**src/rtl/bus_ctrl.sv**
```systemverilog
// bus_ctrl: core-side load/store port decoded onto a zero-wait RAM and a
// handshaked IO bus, with IO timeout, unmapped-address detection and a
// sticky error register that remembers the first faulting address.
module bus_ctrl #(
    parameter int RAM_AW     = 10,
    parameter int IO_TIMEOUT = 15
) (
    input  logic              clk_in,
    input  logic              reset_in,
    // core side
    input  logic              rd_in,
    input  logic              wr_in,
    input  logic [3:0]        be_in,
    input  logic [31:0]       addr_in,
    input  logic [31:0]       wdata_in,
    output logic [31:0]       rdata_out,
    output logic              hlt_out,
    // RAM side
    output logic              ram_en_out,
    output logic              ram_we_out,
    output logic [3:0]        ram_be_out,
    output logic [RAM_AW-1:0] ram_addr_out,
    output logic [31:0]       ram_wdata_out,
    input  logic [31:0]       ram_rdata_in,
    // IO side
    output logic              io_req_out,
    output logic              io_we_out,
    output logic [3:0]        io_be_out,
    output logic [7:0]        io_addr_out,
    output logic [31:0]       io_wdata_out,
    input  logic [31:0]       io_rdata_in,
    input  logic              io_ack_in,
    // error reporting
    output logic              err_out,
    output logic [31:0]       err_addr_out,
    input  logic              err_clr_in
);

    localparam int CW = $clog2(IO_TIMEOUT + 1);

    typedef enum logic [2:0] {IDLE, RAM_RD, IO_WAIT, IO_DONE, ERR} state_t;

    state_t        state_q;
    logic [CW-1:0] cnt_q;
    logic          io_req_q, io_we_q;
    logic [3:0]    io_be_q;
    logic [31:0]   io_addr_q, io_wdata_q, rdata_q;
    logic          err_q;
    logic [31:0]   err_addr_q;

    // Access decode; read wins when both strobes are high.
    logic rd_eff, wr_eff, acc, sel_ram, sel_io, idle;
    logic start_ram, start_io, start_bad, io_tmo, err_set;

    assign rd_eff    = rd_in;
    assign wr_eff    = wr_in & ~rd_in;
    assign acc       = rd_eff | wr_eff;
    assign sel_ram   = addr_in[31];
    assign sel_io    = (addr_in[31:28] == 4'h1);
    assign idle      = (state_q == IDLE);
    assign start_ram = idle & acc & sel_ram;
    assign start_io  = idle & acc & sel_io;
    assign start_bad = idle & acc & ~sel_ram & ~sel_io;
    // Timeout fires on the last allowed wait cycle; a coincident ack wins.
    assign io_tmo    = (state_q == IO_WAIT) & ~io_ack_in & (cnt_q == CW'(IO_TIMEOUT - 1));
    assign err_set   = start_bad | io_tmo;

    // RAM is driven straight from the core request so writes finish in IDLE.
    assign ram_en_out    = start_ram;
    assign ram_we_out    = start_ram & wr_eff;
    assign ram_be_out    = be_in;
    assign ram_addr_out  = addr_in[RAM_AW+1:2];
    assign ram_wdata_out = wdata_in;

    // IO outputs come from registers so they stay stable across the wait.
    assign io_req_out   = io_req_q;
    assign io_we_out    = io_we_q;
    assign io_be_out    = io_be_q;
    assign io_addr_out  = io_addr_q[9:2];
    assign io_wdata_out = io_wdata_q;

    assign err_out      = err_q;
    assign err_addr_out = err_addr_q;

    // Stall every access except a RAM write, plus the whole IO wait.
    assign hlt_out = (idle & acc & ~(sel_ram & wr_eff)) | (state_q == IO_WAIT);

    // Read data is only non-zero in the completion cycle of a read.
    always_comb begin
        rdata_out = '0;
        case (state_q)
            RAM_RD:  rdata_out = ram_rdata_in;
            IO_DONE: rdata_out = rdata_q;
            default: rdata_out = '0;
        endcase
    end

    // Main FSM with the registered IO request and captured read data.
    always_ff @(posedge clk_in or posedge reset_in) begin
        if (reset_in) begin
            state_q    <= IDLE;
            cnt_q      <= '0;
            io_req_q   <= 1'b0;
            io_we_q    <= 1'b0;
            io_be_q    <= '0;
            io_addr_q  <= '0;
            io_wdata_q <= '0;
            rdata_q    <= '0;
        end else begin
            case (state_q)
                IDLE: begin
                    if (start_ram && rd_eff) begin
                        state_q <= RAM_RD;
                    end else if (start_io) begin
                        state_q    <= IO_WAIT;
                        cnt_q      <= '0;
                        io_req_q   <= 1'b1;
                        io_we_q    <= wr_eff;
                        io_be_q    <= be_in;
                        io_addr_q  <= addr_in;
                        io_wdata_q <= wdata_in;
                    end else if (start_bad) begin
                        state_q <= ERR;
                    end
                end
                IO_WAIT: begin
                    cnt_q <= cnt_q + 1'b1;
                    if (io_ack_in) begin
                        rdata_q  <= io_rdata_in;
                        io_req_q <= 1'b0;
                        io_we_q  <= 1'b0;
                        state_q  <= IO_DONE;
                    end else if (io_tmo) begin
                        rdata_q  <= '0;
                        io_req_q <= 1'b0;
                        io_we_q  <= 1'b0;
                        state_q  <= IO_DONE;
                    end
                end
                RAM_RD, IO_DONE, ERR: state_q <= IDLE;
                default:              state_q <= IDLE;
            endcase
        end
    end

    // Sticky error: a new error beats a clear; only the first address is kept.
    always_ff @(posedge clk_in or posedge reset_in) begin
        if (reset_in) begin
            err_q      <= 1'b0;
            err_addr_q <= '0;
        end else begin
            if (err_set) begin
                err_q <= 1'b1;
                if (!err_q) err_addr_q <= start_bad ? addr_in : io_addr_q;
            end else if (err_clr_in) begin
                err_q <= 1'b0;
            end
        end
    end

endmodule

```
**config.mk**
```make
export PLATFORM = sky130hd
export DESIGN_NAME = bus_ctrl
export DESIGN_NICKNAME = d
export VERILOG_FILES = /design/src/rtl/bus_ctrl.sv
export SDC_FILE = /design/constraint.sdc
export NUM_CORES = 1
export LEC_CHECK = 0
export BUFFER_PORTS_ARGS = -buffer_cell sky130_fd_sc_hd__buf_2
export CORE_ASPECT_RATIO = 0.6
export CORE_MARGIN = 2
export CORE_UTILIZATION = 51
export DETAILED_ROUTE_END_ITERATION = 7
export GPL_ROUTABILITY_DRIVEN = 0
export PLACE_DENSITY = 0.92
export REMOVE_ABC_BUFFERS = 1
export SYNTH_ARGS = -nofsm -noshare
export SYNTH_HDL_FRONTEND = slang
export SYNTH_SLANG_ARGS = --single-unit
```
**constraint.sdc**
```tcl
create_clock -name clk_in -period 12 [get_ports clk_in]
set_clock_uncertainty 0.1 [all_clocks]
set_input_delay 0.6 -clock clk_in [delete_from_list [all_inputs] [get_ports clk_in]]
set_output_delay 0.6 -clock clk_in [all_outputs]
set_load 0.02 [all_outputs]
```
Yosys cells after proc, flatten, opt, wreduce, memory -nomap -nowiden. Index checks and enable logic that the tools add are counted.

$add $sub $neg: 1. Equal/unequal tests: 9. Muxes and demuxes: 23. Bitwise gates (word level): 21. Reductions and logical operators: 11.

Operator list (number): $mux 32 (3); $pmux 32 s2 (1); $mux 3 (5); $and 1x1->1 (11); $mux 1 (8); $mux 4 (2); $pmux 4 s2 (1); $not 1->1 (7); $eq 3x2->1 const B (2); $pmux 3 s2 (1); $reduce_and 2->1 (3); $reduce_and 3->1 (2); $reduce_bool 2->1 (3); $add 4x1->4 const B (1); $eq 4x1->1 const B (1); $eq 4x4->1 const B (1); $ne 4x1->1 const B (1); $pmux 1 s2 (2); $reduce_and 4->1 (1); $eq 3x1->1 const B (1); $logic_not 3->1 (1); $ne 3x3->1 const B (1); $or 1x1->1 (3); $ne 2x1->1 const B (1); other kinds (2) (2).

Register bits after elaboration: 142. Input bits: 138. Output and inout bits: 160. Logic and storage cells: 75.

Depth between registers and ports, before layout. Gate-level depths: netlist (run 1).

Depth in word-level cells: 10. Mapped depth: 8. Depth with buffers taken out: 6.

Worst setup path before layout (run 1). No wires, ideal clock.

Path type: reg-to-output. Start: register state_q[0]. End: output port ram_we_out. Data arrival time: 1901 ps. Data required time: 11300 ps. Slack: 9399 ps. Cell stages (with the launch flop): 4. Path buffers: 0. Cells stage by stage: dfrtp_1 or2_2 nor4b_1 and3_1.

Word-level cells in the longest chain between the ends: 4.

Ends and longest elaborated chain: start: declaration (RTL line 43) `state_t state_q;`; start signal: assignment (RTL line 101) `state_q <= IDLE;`; start signal: assignment (RTL line 113) `state_q <= RAM_RD;`; start signal: assignment (RTL line 115) `state_q <= IO_WAIT;`; $logic_not 3->1 (RTL line 60) `assign idle = (state_q == IDLE);`; $and 1x1->1 (2 in series) (RTL line 61) `assign start_ram = idle & acc & sel_ram;`; net ram_en_out (RTL line 19) `output logic ram_en_out,`; $and 1x1->1 (RTL line 70) `assign ram_we_out = start_ram & wr_eff;`; end: declaration (RTL line 20) `output logic ram_we_out,`.

The timed path passes the listed nets, and every way through them passes these cells.

Worst setup path in the final report (run 1).
Start: register state_q[1]. End: output port rdata_out[13].

Word-level cells in the longest chain between the ends: 2. Elaborated cells between the ends (all ways): 3. Those cells by class: eq/ne: 2; mux: 1.

Ends and longest elaborated chain: $eq 3x2->1 or $eq 3x1->1 (tied branches) (RTL line 91) `case (state_q)`; $pmux 32 s2 (*) (RTL line 91); end: declaration (RTL line 16) `output logic [31:0] rdata_out,`.

Mark *: on every way between the ends. The rest lies on a longest branch, timed or not.

==> results.md, run 1 <==
* Vias at 4970
* Status: completed
* Max VDD drop at 0.0001394 V
* EDFF count, synth at 0
* Core area at 0.01214 sq mm
* Final WS setup at 8.856 ns
* CTS resizes at 0
* Final #Nets at 856
* Std cell rows at 31
* P_leak at 4.104 nW
* Max Slew Vio Count at 0
* Post-route cell area at 0.008208 sq mm
* Dominant delay contributor by cell family on the critical path: simple AND/OR/NAND/NOR gates
* Final std cells w/o fill at 894
* Die Wd at 148.3 um
* Predominant post-synthesis flop cell: dfrtp_1
* P per Cell Area at 254.3 mW/mm^2
* Setup Fix Bufs, Post-CTS at 0
* Worst-path clk slew at 0.06 ns
* Clk sinks at 142
* Mapped cell area at 0.006371 sq mm
* Antenna diode count at 0
* Slowest cell on crit path: and3b_1
* Pre-CTS setup slack at 9.065 ns
* Die Y at 90.58 um
* CTS tree: yes
* Die area at 0.01343 sq mm
* DP HPWL at 11820 um
* Initial antenna violation count at 0
* Max-Slew Margin vs Limit at 0.1751
* First-pass GRT wire length at 26770 um
* Worst Path Required at 11.30 ns
* Count of cell types in the netlist at 42
* DR vias/cell at 5.559
* Most frequent cells in the layout: buf_2, dfrtp_1, a22o_1
* Global route overflow at 0
* DRC at 0
* Mapped Cells at 483
* Critical path buffers and inverters at 1
* Post-synth ARST share at 1.000
* Worst-skew pair later-pin latency at 0.40 ns
* Vias in the first global route at 5248
* Fmax at 318.1 MHz
* Placed cell count at 862
* Post-route antenna net violation count at 0
* Synth Area per Inst at 13.19 sq um
* Layout cells sized above 1 at 0.5844
* Buffers added on ports at 297
* Clock Tree Root: clkbuf_16
* Unrepaired setup endpoints after global routing: false
* Worst Setup Start Kind: register
* Final hold vios at 0
* Detailed-route wire length per cell at 18.77 um
* TritonCTS Buffers at 17
* Top Ports at 298
* CP Class: reg2out
* Register area share after synthesis at 0.5577
* Critical Path Sink Type: output pin
* WHS at 0.1355 ns
* Tcrit/Tclk final at 0.2620
* Arrival time at the worst endpoint at 2.44 ns
* Setup Viol. Count Final at 0
* Most common cell after layout, fill and taps aside: buf_2
* Post-DP Area at 0.007530 sq mm
* Total routed wirelength at 16780 um
* Largest net degree at the start of global routing at 89
* Final min period at 3.144 ns
* Slew @ Worst Pin at 1.234 ns
* Synth warn at 0
* DRT Pass-1 Iters at 5
* Core Util, Final at 0.6761
* Syn-to-layout area delta at 28.83%
* Critical Path Fanout Max at 32
* Crit-path cells: and3b_1 > a22o_1 > buf_2
* Clk buf depth at 2
* Initial Utilization at 0.5248
* Initial DRC Count at 304
* GRT Util Overall at 0.2517
* Min-Delay Path Class: in2async
* Hold-fix buffers, CTS at 0
* Worst stage delay on the critical path at 0.99 ns
* Post-layout power at 2.087 mW
* Fin Setup TNS at 0 ns
* Max-cap check violation count at 0
* Max H-tree Level at 4
* Number of synthesized register bits at 142
## flip-flops by register name (all words and copies together), names as in the netlist
signal / flops
err_addr_out: 32
io_addr_q: 32
io_wdata_out: 32
rdata_q: 32
cnt_q: 4
io_be_out: 4
state_q: 3
err_out: 1
io_req_out: 1
io_we_out: 1
## worst register-to-register path, stage by stage (launching register included)
cell,delay (ns)
dfrtp_1,0.57
or3b_1,0.50
or4_4,0.77
nand2b_4,0.45
o221a_2,0.30
## path summary, 6_finish.rpt
path                                      startpoint                            to  slack [ns]  cells after the start
max                           state_q[1]$_DFFE_PP0P_                 rdata_out[13]        8.86                      3
min                                         reset_in  io_wdata_out[14]$_DFFE_PP0P_        0.14                      2
max reg2reg                   state_q[1]$_DFFE_PP0P_   err_addr_out[8]$_DFFE_PP0P_        9.26                      4
min reg2reg                io_addr_q[28]$_DFFE_PP0P_     io_addr_q[28]$_DFFE_PP0P_        0.38                      1
max in group asynchronous                   reset_in  io_wdata_out[20]$_DFFE_PP0P_       10.16                      3
min in group clk_in                  io_rdata_in[24]       rdata_q[24]$_DFFE_PP0P_        0.32                      2
## area by class of cell
class | count | area (sq um)
Clock buffer | 20 | 446.7
Clock inverter | 12 | 231.5
Fill cell | 855 | 3933
Inverter | 9 | 38.79
Multi-Input combinational cell | 245 | 2215
Sequential cell | 142 | 3553
Tap cell | 165 | 206.4
Timing Repair Buffer | 301 | 1516
## synthesized netlist by cell type (all sizes together) (4+ instances only)
cell / count / area [sq um]
nor2: 5 / 18.77
nand2b: 30 / 195.2
nand3: 4 / 20.02
buf: 69 / 524.3
clkbuf: 18 / 67.56
o221a: 28 / 315.3
nand2: 7 / 26.28
a22o: 65 / 569.3
inv: 9 / 33.78
o21ai: 8 / 40.04
mux2: 64 / 720.7
dfrtp: 142 / 3553
## logic make-up after synthesis
| group | count (synthesis) | share of synthesized area |
|---|---|---|
| AOI/OAI and AO/OA | 112 | 0.1595 |
| xor gates and xnor gates | 1 | 0.001375 |
| adders and majority gates | 2 | 0.003927 |
| buffers and inverters | 96 | 0.09819 |
| DFF | 142 | 0.5577 |
| muxes | 64 | 0.1131 |
| and+or+nand+nor | 66 | 0.06618 |
## layer usage
layer  vias up  part of all wire  global-route usage
met5         -                 0                   0
met3        26             0.072             0.06263
li1       2190                 -                   -
met4         0             0.012             0.08016
met1      2528              0.40              0.3082
met2       226              0.51              0.4394
## where the power goes
group / internal, mW / switching (mW)
Sequential: 0.690 / 0.140
Combinational: 0.294 / 0.361
Clock: 0.399 / 0.202
Total: 1.38 / 0.704
Note: power is estimated with default switching activity, not from simulation.
==> inputs of run 2 (changes only) <==
--- a/config.mk
+++ b/config.mk
@@ -5,13 +5,14 @@
 export SDC_FILE = /design/constraint.sdc
 export NUM_CORES = 1
 export LEC_CHECK = 0
+export ABC_AREA = 1
 export BUFFER_PORTS_ARGS = -buffer_cell sky130_fd_sc_hd__buf_2
 export CORE_ASPECT_RATIO = 0.6
 export CORE_MARGIN = 2
-export CORE_UTILIZATION = 51
+export CORE_UTILIZATION = 44
 export DETAILED_ROUTE_END_ITERATION = 7
 export GPL_ROUTABILITY_DRIVEN = 0
-export PLACE_DENSITY = 0.92
+export PLACE_DENSITY = 0.84
 export REMOVE_ABC_BUFFERS = 1
 export SYNTH_ARGS = -nofsm -noshare
 export SYNTH_HDL_FRONTEND = slang
==> constraint.sdc (replaced) <==
create_clock -name clk_in -period 2.72 [get_ports clk_in]
set_clock_uncertainty 0.1 [all_clocks]
set_input_delay 0.136 -clock clk_in [delete_from_list [all_inputs] [get_ports clk_in]]
set_output_delay 0.136 -clock clk_in [all_outputs]
set_load 0.02 [all_outputs]
==> results.md, run 2 <==
* Status: completed (unchanged)
* FILL cells at 1286 (was 855)
* Mapped cell area at 0.006945 sq mm (was 0.006371 sq mm)
* Syn-to-layout area delta at 42.19% (was 28.83%)
* Post-synth ARST share at 1.000 (unchanged)
* Max VDD drop at 0.0005597 V (was 0.0001394 V)
* Pre-CTS setup slack at 0.5084 ns (was 9.065 ns)
* Layout cells sized above 1 at 0.2844 (was 0.5844)
* Largest cells by area after synthesis: dfrtp_1, nand2_1, buf_4, inv_1, o22ai_1 (was dfrtp_1, mux2_2, a22o_1, buf_4, o221a_2)
* Largest net degree at the start of global routing at 84 (was 89)
* Predominant post-synthesis flop cell: dfrtp_1 (unchanged)
* P per Cell Area at 999.0 mW/mm^2 (was 254.3 mW/mm^2)
* Initial Utilization at 0.4519 (was 0.5248)
* Final #Nets at 1368 (was 856)
* Clk sinks at 142 (unchanged)
* Max-cap check violation count at 0 (unchanged)
* Top Ports at 298 (unchanged)
* CTS resizes at 0 (unchanged)
* CTS tree: yes (unchanged)
* Max-Slew Margin vs Limit at 0.4810 (was 0.1751)
* Final min period at 2.245 ns
* Mapped Cells at 895 (was 483)
* First-pass GRT wire length at 33820 um (was 26770 um)
* Most frequent cells in the layout: nand2_1, buf_2, dfrtp_1 (was buf_2, dfrtp_1, a22o_1)
* TritonCTS Buffers at 17 (unchanged)
* Post-route cell area at 0.009876 sq mm (was 0.008208 sq mm)
* Logic pwr share at 0.368 (was 0.314)
* Synth top cells by count: nand2_1, dfrtp_1, inv_1 (was dfrtp_1, a22o_1, mux2_2)
* Number of synthesized register bits at 142 (unchanged)
* P_leak at 5.788 nW (was 4.104 nW)
* Final WS setup at 0.4746 ns (was 8.856 ns)
* DR vias/cell at 4.862 (was 5.559)
* Unrepaired setup endpoints after global routing: false (unchanged)
* DRT Pass-1 Iters at 5 (unchanged)
* Final hold vios at 0 (unchanged)
* Worst-skew pair later-pin latency at 0.40 ns (about the same)
* DP HPWL at 13800 um (was 11820 um)
* Post-route antenna net violation count at 0 (unchanged)
* Clock Power Share at 0.262 (was 0.288)
* Yosys top cell by area: dfrtp_1 (unchanged)
* Die Wd at 166.2 um (was 148.3 um)
* Max Slew Vio Count at 0 (unchanged)
* Die area at 0.01684 sq mm (was 0.01343 sq mm)
* Post-layout power at 9.866 mW (was 2.087 mW)
* Critical Path Sink Type: register (was output pin)
* Global route overflow at 0 (unchanged)
* Vias at 7026 (was 4970)
* Fmax at 445.4 MHz
* Clock Tree Root: clkbuf_16 (unchanged)
* Share of the synthesized area in the top cell type at 0.5116 (was 0.5577)
* Most common cell after layout, fill and taps aside: nand2_1 (was buf_2)
* Core area at 0.01537 sq mm (was 0.01214 sq mm)
* Vias in the first global route at 6761 (was 5248)
* Critical Path Fanout Max at 17 (was 32)
* Tcrit/Tclk final at 0.8255
* EDFF count, synth at 0 (unchanged)
* Worst Setup Start Kind: register (unchanged)
* Post-DP Area at 0.008185 sq mm (was 0.007530 sq mm)
* Switch Pwr at 3.852 mW (was 0.7040 mW)
* Count of cell types in the netlist at 25 (was 42)
* Max H-tree Level at 4 (unchanged)
* Die Y at 101.3 um (was 90.58 um)
* Switching Share at 0.3904 (was 0.3374)
* GRT Util Overall at 0.2512 (was 0.2517)
* Detailed-route wire length per cell at 14.76 um (was 18.77 um)
* Synth warn at 0 (unchanged)
* Seq pwr share at 0.370 (was 0.398)
* Clk buf depth at 2 (unchanged)
* WHS at 0.02397 ns (was 0.1355 ns)
* Total routed wirelength at 21330 um (was 16780 um)
* Most common cell in the netlist: nand2_1 (was dfrtp_1)
* Min-Delay Path Class: in2reg (was in2async)
* Worst-path clk slew at 0.06 ns (about the same)
* CP Class: reg2reg (was reg2out)
* Initial antenna violation count at 0 (unchanged)
* Buffers added on ports at 297 (unchanged)
* Core Util, Final at 0.6425 (was 0.6761)
* Worst Path Required at 2.90 ns (was 11.30 ns)
* Std cell rows at 35 (was 31)
* Arrival time at the worst endpoint at 2.43 ns (was 2.44 ns)
* Setup Viol. Count Final at 0 (unchanged)
* Register area share after synthesis at 0.5116 (was 0.5577)
* DRC at 0 (unchanged)
* Initial DRC Count at 396 (was 304)
* Synth Area per Inst at 7.760 sq um (was 13.19 sq um)
* Slew @ Worst Pin at 0.7785 ns (was 1.234 ns)
* Pint at 6.014 mW (was 1.383 mW)
[run 2: cell count changes in the layout (fill, tap and decap cells not counted), sizes merged, moves of 38 or more]
cell,delta
nand2,+425
dlygate4sd3,+103
inv,+74
a22o,-65
mux2,-64
nand3,+38
[run 2: worst max-delay path: stages (launching register included)]
cell and delay [ns]:
dfrtp_1 0.39, nor2_1 0.17, nand2_2 0.12, nor2_8 0.22, nand3_4 0.20, nand2_1 0.10
nand2_1 0.33, buf_4 0.35, nand2_1 0.08, nand2_1 0.05
[run 2: metal layers]
metal,part of all wire,track usage,vias up
li1,-,-,3379
met3,0.075,0.05744,34
met1,0.44,0.3428,3311
met2,0.47,0.4076,302
met4,0.013,0.07358,0
met5,0,0,-
[run 2: metrics by stage]
step / TNS [ns] / cells
after floorplan: -188.23 / 792
after global placement: 0 / 1309
after detailed placement: 0 / 1309
after CTS: 0 / 1444
after global routing: 0 / 1444
final: 0 / 1445
[run 2: kinds of logic (layout without fill, tap and decap cells)]
family          after synthesis  count (layout)  synth area share
simple gates                517             517            0.3034
buf+inv                     189             535            0.1400
flops                       142             142            0.5116
compound gates               44              44           0.04017
fa+ha+maj                     2               2          0.003602
xor+xnor                      1               1          0.001261
other cells                   0               1                 0
[run 2: path summary, 6_finish.rpt]
path	start	end	slack (ns)	cells after the start
worst max-delay path	state_q[0]$_DFFE_PP0P_	err_addr_out[12]$_DFFE_PP0P_	0.47	9
max in group asynchronous	reset_in	err_addr_out[5]$_DFFE_PP0P_	1.32	4
worst min-delay path	addr_in[28]	err_addr_out[28]$_DFFE_PP0P_	0.02	5
worst min register to register	rdata_q[24]$_DFFE_PP0P_	rdata_q[24]$_DFFE_PP0P_	0.37	2
min in group asynchronous	reset_in	rdata_q[19]$_DFFE_PP0P_	0.34	3
worst max register to register	state_q[0]$_DFFE_PP0P_	err_addr_out[12]$_DFFE_PP0P_	0.47	9
[run 2: power groups by stage]
stage | combinational, mW | sequential [mW] | clock [mW]
floorplan | 1.56 | 4.20 | 0
global placement | 3.41 | 3.62 | 0
detailed placement | 3.51 | 3.63 | 0
CTS | 3.62 | 3.64 | 2.62
global route | 4.02 | 3.76 | 2.72
finish | 3.63 | 3.65 | 2.59
[run 2: final cells by class]
type | instances | area (sq um) | area share
clock buffer | 20 | 446.7 | 0.04523
tap | 203 | 254.0 | 0.02572
inverter | 86 | 327.8 | 0.03319
antenna | 1 | 2.502 | 0.0002534
multi-input combinational | 564 | 2424 | 0.2454
timing repair buffer | 417 | 2658 | 0.2691
sequential | 142 | 3553 | 0.3598
clock inverter | 12 | 210.2 | 0.02128
[run 2: timing repair]
| action | 4_1_cts | 5_1_grt |
|---|---|---|
| endpoints found under the setup margin | 0 | 0 |
| setup buffers | 0 | 0 |
| hold buffers | 103 | 0 |
| endpoints found under the hold margin | 194 | 0 |
==> inputs of run 3 (changes only) <==
==> constraint.sdc (replaced) <==
create_clock -name clk_in -period 1.9 [get_ports clk_in]
set_clock_uncertainty 0.1 [all_clocks]
set_input_delay 0.095 -clock clk_in [delete_from_list [all_inputs] [get_ports clk_in]]
set_output_delay 0.095 -clock clk_in [all_outputs]
set_load 0.02 [all_outputs]
==> results.md, run 3 (synthesis results as in run 2) <==
* Core area at 0.01537 sq mm (unchanged)
* Post-route cell area at 0.01000 sq mm (was 0.009876 sq mm)
* Syn-to-layout area delta at 44.05% (was 42.19%)
* Clock Tree Root: clkbuf_16 (unchanged)
* Vias at 7105 (was 7026)
* GRT Util Overall at 0.2598 (was 0.2512)
* WHS at 0.03840 ns (was 0.02397 ns)
* Placed cell count at 1318 (was 1309)
* P_leak at 5.857 nW (was 5.788 nW)
* Max VDD drop at 0.0007957 V (was 0.0005597 V)
* Total routed wirelength at 21840 um (was 21330 um)
* Initial Utilization at 0.4519 (unchanged)
* Global route overflow at 0 (unchanged)
* Post-route antenna net violation count at 0 (unchanged)
* Worst-skew pair later-pin latency at 0.41 ns (was 0.40 ns)
* Fmax at 549.3 MHz
* Std cell rows at 35 (unchanged)
* Max H-tree Level at 4 (unchanged)
* Initial DRC Count at 476 (was 396)
* Max-cap check violation count at 0 (unchanged)
* Detailed-route wire length per cell at 14.97 um (was 14.76 um)
* DRT Pass-1 Iters at 5 (unchanged)
* Pre-CTS setup slack at 0.07364 ns (was 0.5084 ns)
* Most common cell after layout, fill and taps aside: nand2_1 (unchanged)
* Core Util, Final at 0.6509 (was 0.6425)
* Buffers added on ports at 297 (unchanged)
* P per Cell Area at 1401 mW/mm^2 (was 999.0 mW/mm^2)
* Seq pwr share at 0.374 (was 0.370)
* Tcrit/Tclk final at 0.9582
* Largest net degree at the start of global routing at 45 (was 84)
* Worst stage delay on the critical path at 0.39 ns (about the same)
* Clk sinks at 142 (unchanged)
* DRC at 0 (unchanged)
* Post-DP Area at 0.008303 sq mm (was 0.008185 sq mm)
* Critical path buffers and inverters at 1 (unchanged)
* Min-Delay Path Class: in2reg (unchanged)
* Slew @ Worst Pin at 0.4307 ns (was 0.7785 ns)
* Antenna diode count at 0 (was 1)
* Die Y at 101.3 um (unchanged)
* CTS tree: yes (unchanged)
* Pint at 8.349 mW (was 6.014 mW)
* Setup Viol. Count Final at 0 (unchanged)
* CP Class: reg2out (was reg2reg)
* Dominant delay contributor by cell family on the critical path: simple AND/OR/NAND/NOR gates (unchanged)
* Slowest cell on crit path: dfrtp_1 (unchanged)
* Die Wd at 166.2 um (unchanged)
* TritonCTS Buffers at 17 (unchanged)
* CP most frequent cell: nor2_1 (was nand2_1)
* Critical Path Sink Type: output pin (was register)
* Top Ports at 298 (unchanged)
* Worst-path clk slew at 0.07 ns (was 0.06 ns)
* Initial antenna violation count at 0 (unchanged)
* Die area at 0.01684 sq mm (unchanged)
* Clk buf depth at 2 (unchanged)
* Final #Nets at 1383 (was 1368)
* Switching Share at 0.4041 (was 0.3904)
* Switch Pwr at 5.663 mW (was 3.852 mW)
* Final std cells w/o fill at 1459 (was 1445)
* Max Slew Vio Count at 0 (unchanged)
* Final min period at 1.821 ns
* Worst Setup Start Kind: register (unchanged)
* Vias in the first global route at 6849 (was 6761)
* DR vias/cell at 4.870 (was 4.862)
* Most frequent cells in the layout: nand2_1, buf_2, dfrtp_1 (unchanged)
* Arrival time at the worst endpoint at 1.63 ns (was 2.43 ns)
* Final WS setup at 0.07937 ns (was 0.4746 ns)
* Max-Slew Margin vs Limit at 0.7129 (was 0.4810)
* Logic pwr share at 0.384 (was 0.368)
* Crit-path cells: nor2_1 > nand2_2 > nor2_8 > nand2_1 > nor2_1 > buf_2 (was nor2_1 > nand2_2 > nor2_8 > nand3_4 > nand2_1 > nand2_1 > buf_4 > nand2_1 > nand2_1)
* Final hold vios at 0 (unchanged)
* Worst Path Required at 1.70 ns (was 2.90 ns)
* Layout cells sized above 1 at 0.2954 (was 0.2844)
* Clock Power Share at 0.242 (was 0.262)
* Critical Path Fanout Max at 8 (was 17)
* First-pass GRT wire length at 34700 um (was 33820 um)
* DP HPWL at 13990 um (was 13800 um)
* Status: completed (unchanged)
run 3: cell count changes in the layout (fill, tap and decap cells not counted), sizes merged:
| cell | previous run | this run |
|---|---|---|
| buf | 314 | 327 |
| inv | 86 | 91 |
| bufinv | 5 | 2 |
| clkinv | 6 | 4 |
| dlygate4sd3 | 103 | 105 |
| clkbuf | 20 | 19 |
| clkinvlp | 1 | 2 |
| diode | 1 | 0 |
run 3: area by class of cell:
class                           instances  area, sq um
Clock buffer                           19        442.9
Clock inverter                         13        152.6
Fill cell                            1276         5366
Inverter                               86        327.8
Multi-Input combinational cell        564         2441
Sequential cell                       142         3553
Tap cell                              203        254.0
Timing Repair Buffer                  432         2833
run 3: per-stage QoR:
| step | TNS (ns) | power [mW] |
|---|---|---|
| floorplan | -381.24 | 8.242 |
| global placement | 0 | 10.13 |
| detailed placement | 0 | 10.29 |
| CTS | 0 | 13.93 |
| global route | -0.004899 | 14.93 |
| finish | 0 | 14.01 |
run 3: path summary, 6_finish.rpt:
check | to | cells after the start | slack, ns | from
worst max-delay path | ram_we_out | 6 | 0.08 | state_q[0]$_DFFE_PP0P_
worst min-delay path | state_q[0]$_DFFE_PP0P_ | 5 | 0.04 | io_ack_in
worst max register to register | err_addr_out[7]$_DFFE_PP0P_ | 9 | 0.12 | state_q[0]$_DFFE_PP0P_
worst min register to register | rdata_q[0]$_DFFE_PP0P_ | 2 | 0.37 | rdata_q[0]$_DFFE_PP0P_
max in group asynchronous | io_addr_q[12]$_DFFE_PP0P_ | 4 | 0.82 | reset_in
min in group asynchronous | rdata_q[19]$_DFFE_PP0P_ | 3 | 0.14 | reset_in
run 3: power groups by stage:
| stage | sequential (mW) | combinational (mW) | clock [mW] |
|---|---|---|---|
| 2_1_floorplan | 6.01 | 2.23 | 0 |
| 3_3_place_gp | 5.18 | 4.95 | 0 |
| 3_5_place_dp | 5.19 | 5.10 | 0 |
| 4_1_cts | 5.19 | 5.30 | 3.45 |
| 5_1_grt | 5.39 | 5.96 | 3.58 |
| 6_report | 5.24 | 5.38 | 3.39 |
run 3: worst register-to-register path: cells and delay by family (launching register included):
kind / cells / cell delay, ns
buf+inv: 2 / 0.40
flops: 1 / 0.39
simple gates: 7 / 0.77
run 3: what timing repair did:
| item | 4_1_cts | 5_1_grt |
|---|---|---|
| pin swaps | 1 | 1 |
| hold buffers | 105 | 0 |
| gates cloned | 0 | 0 |
| gates resized for setup | 0 | 6 |
| buffers inserted | 2 | 2 |
| hold endpoints to repair | 246 | 0 |
| setup endpoints to repair | 2 | 43 |
run 3: per-layer routing:
| metal | global-route usage | up-vias | routed length (um) |
|---|---|---|---|
| met4 | 0.08696 | 0 | 406 |
| met1 | 0.3510 | 3348 | 9588 |
| met5 | 0 | - | 0 |
| met2 | 0.4258 | 310 | 10340 |
| met3 | 0.05393 | 38 | 1505 |
| li1 | - | 3409 | - |
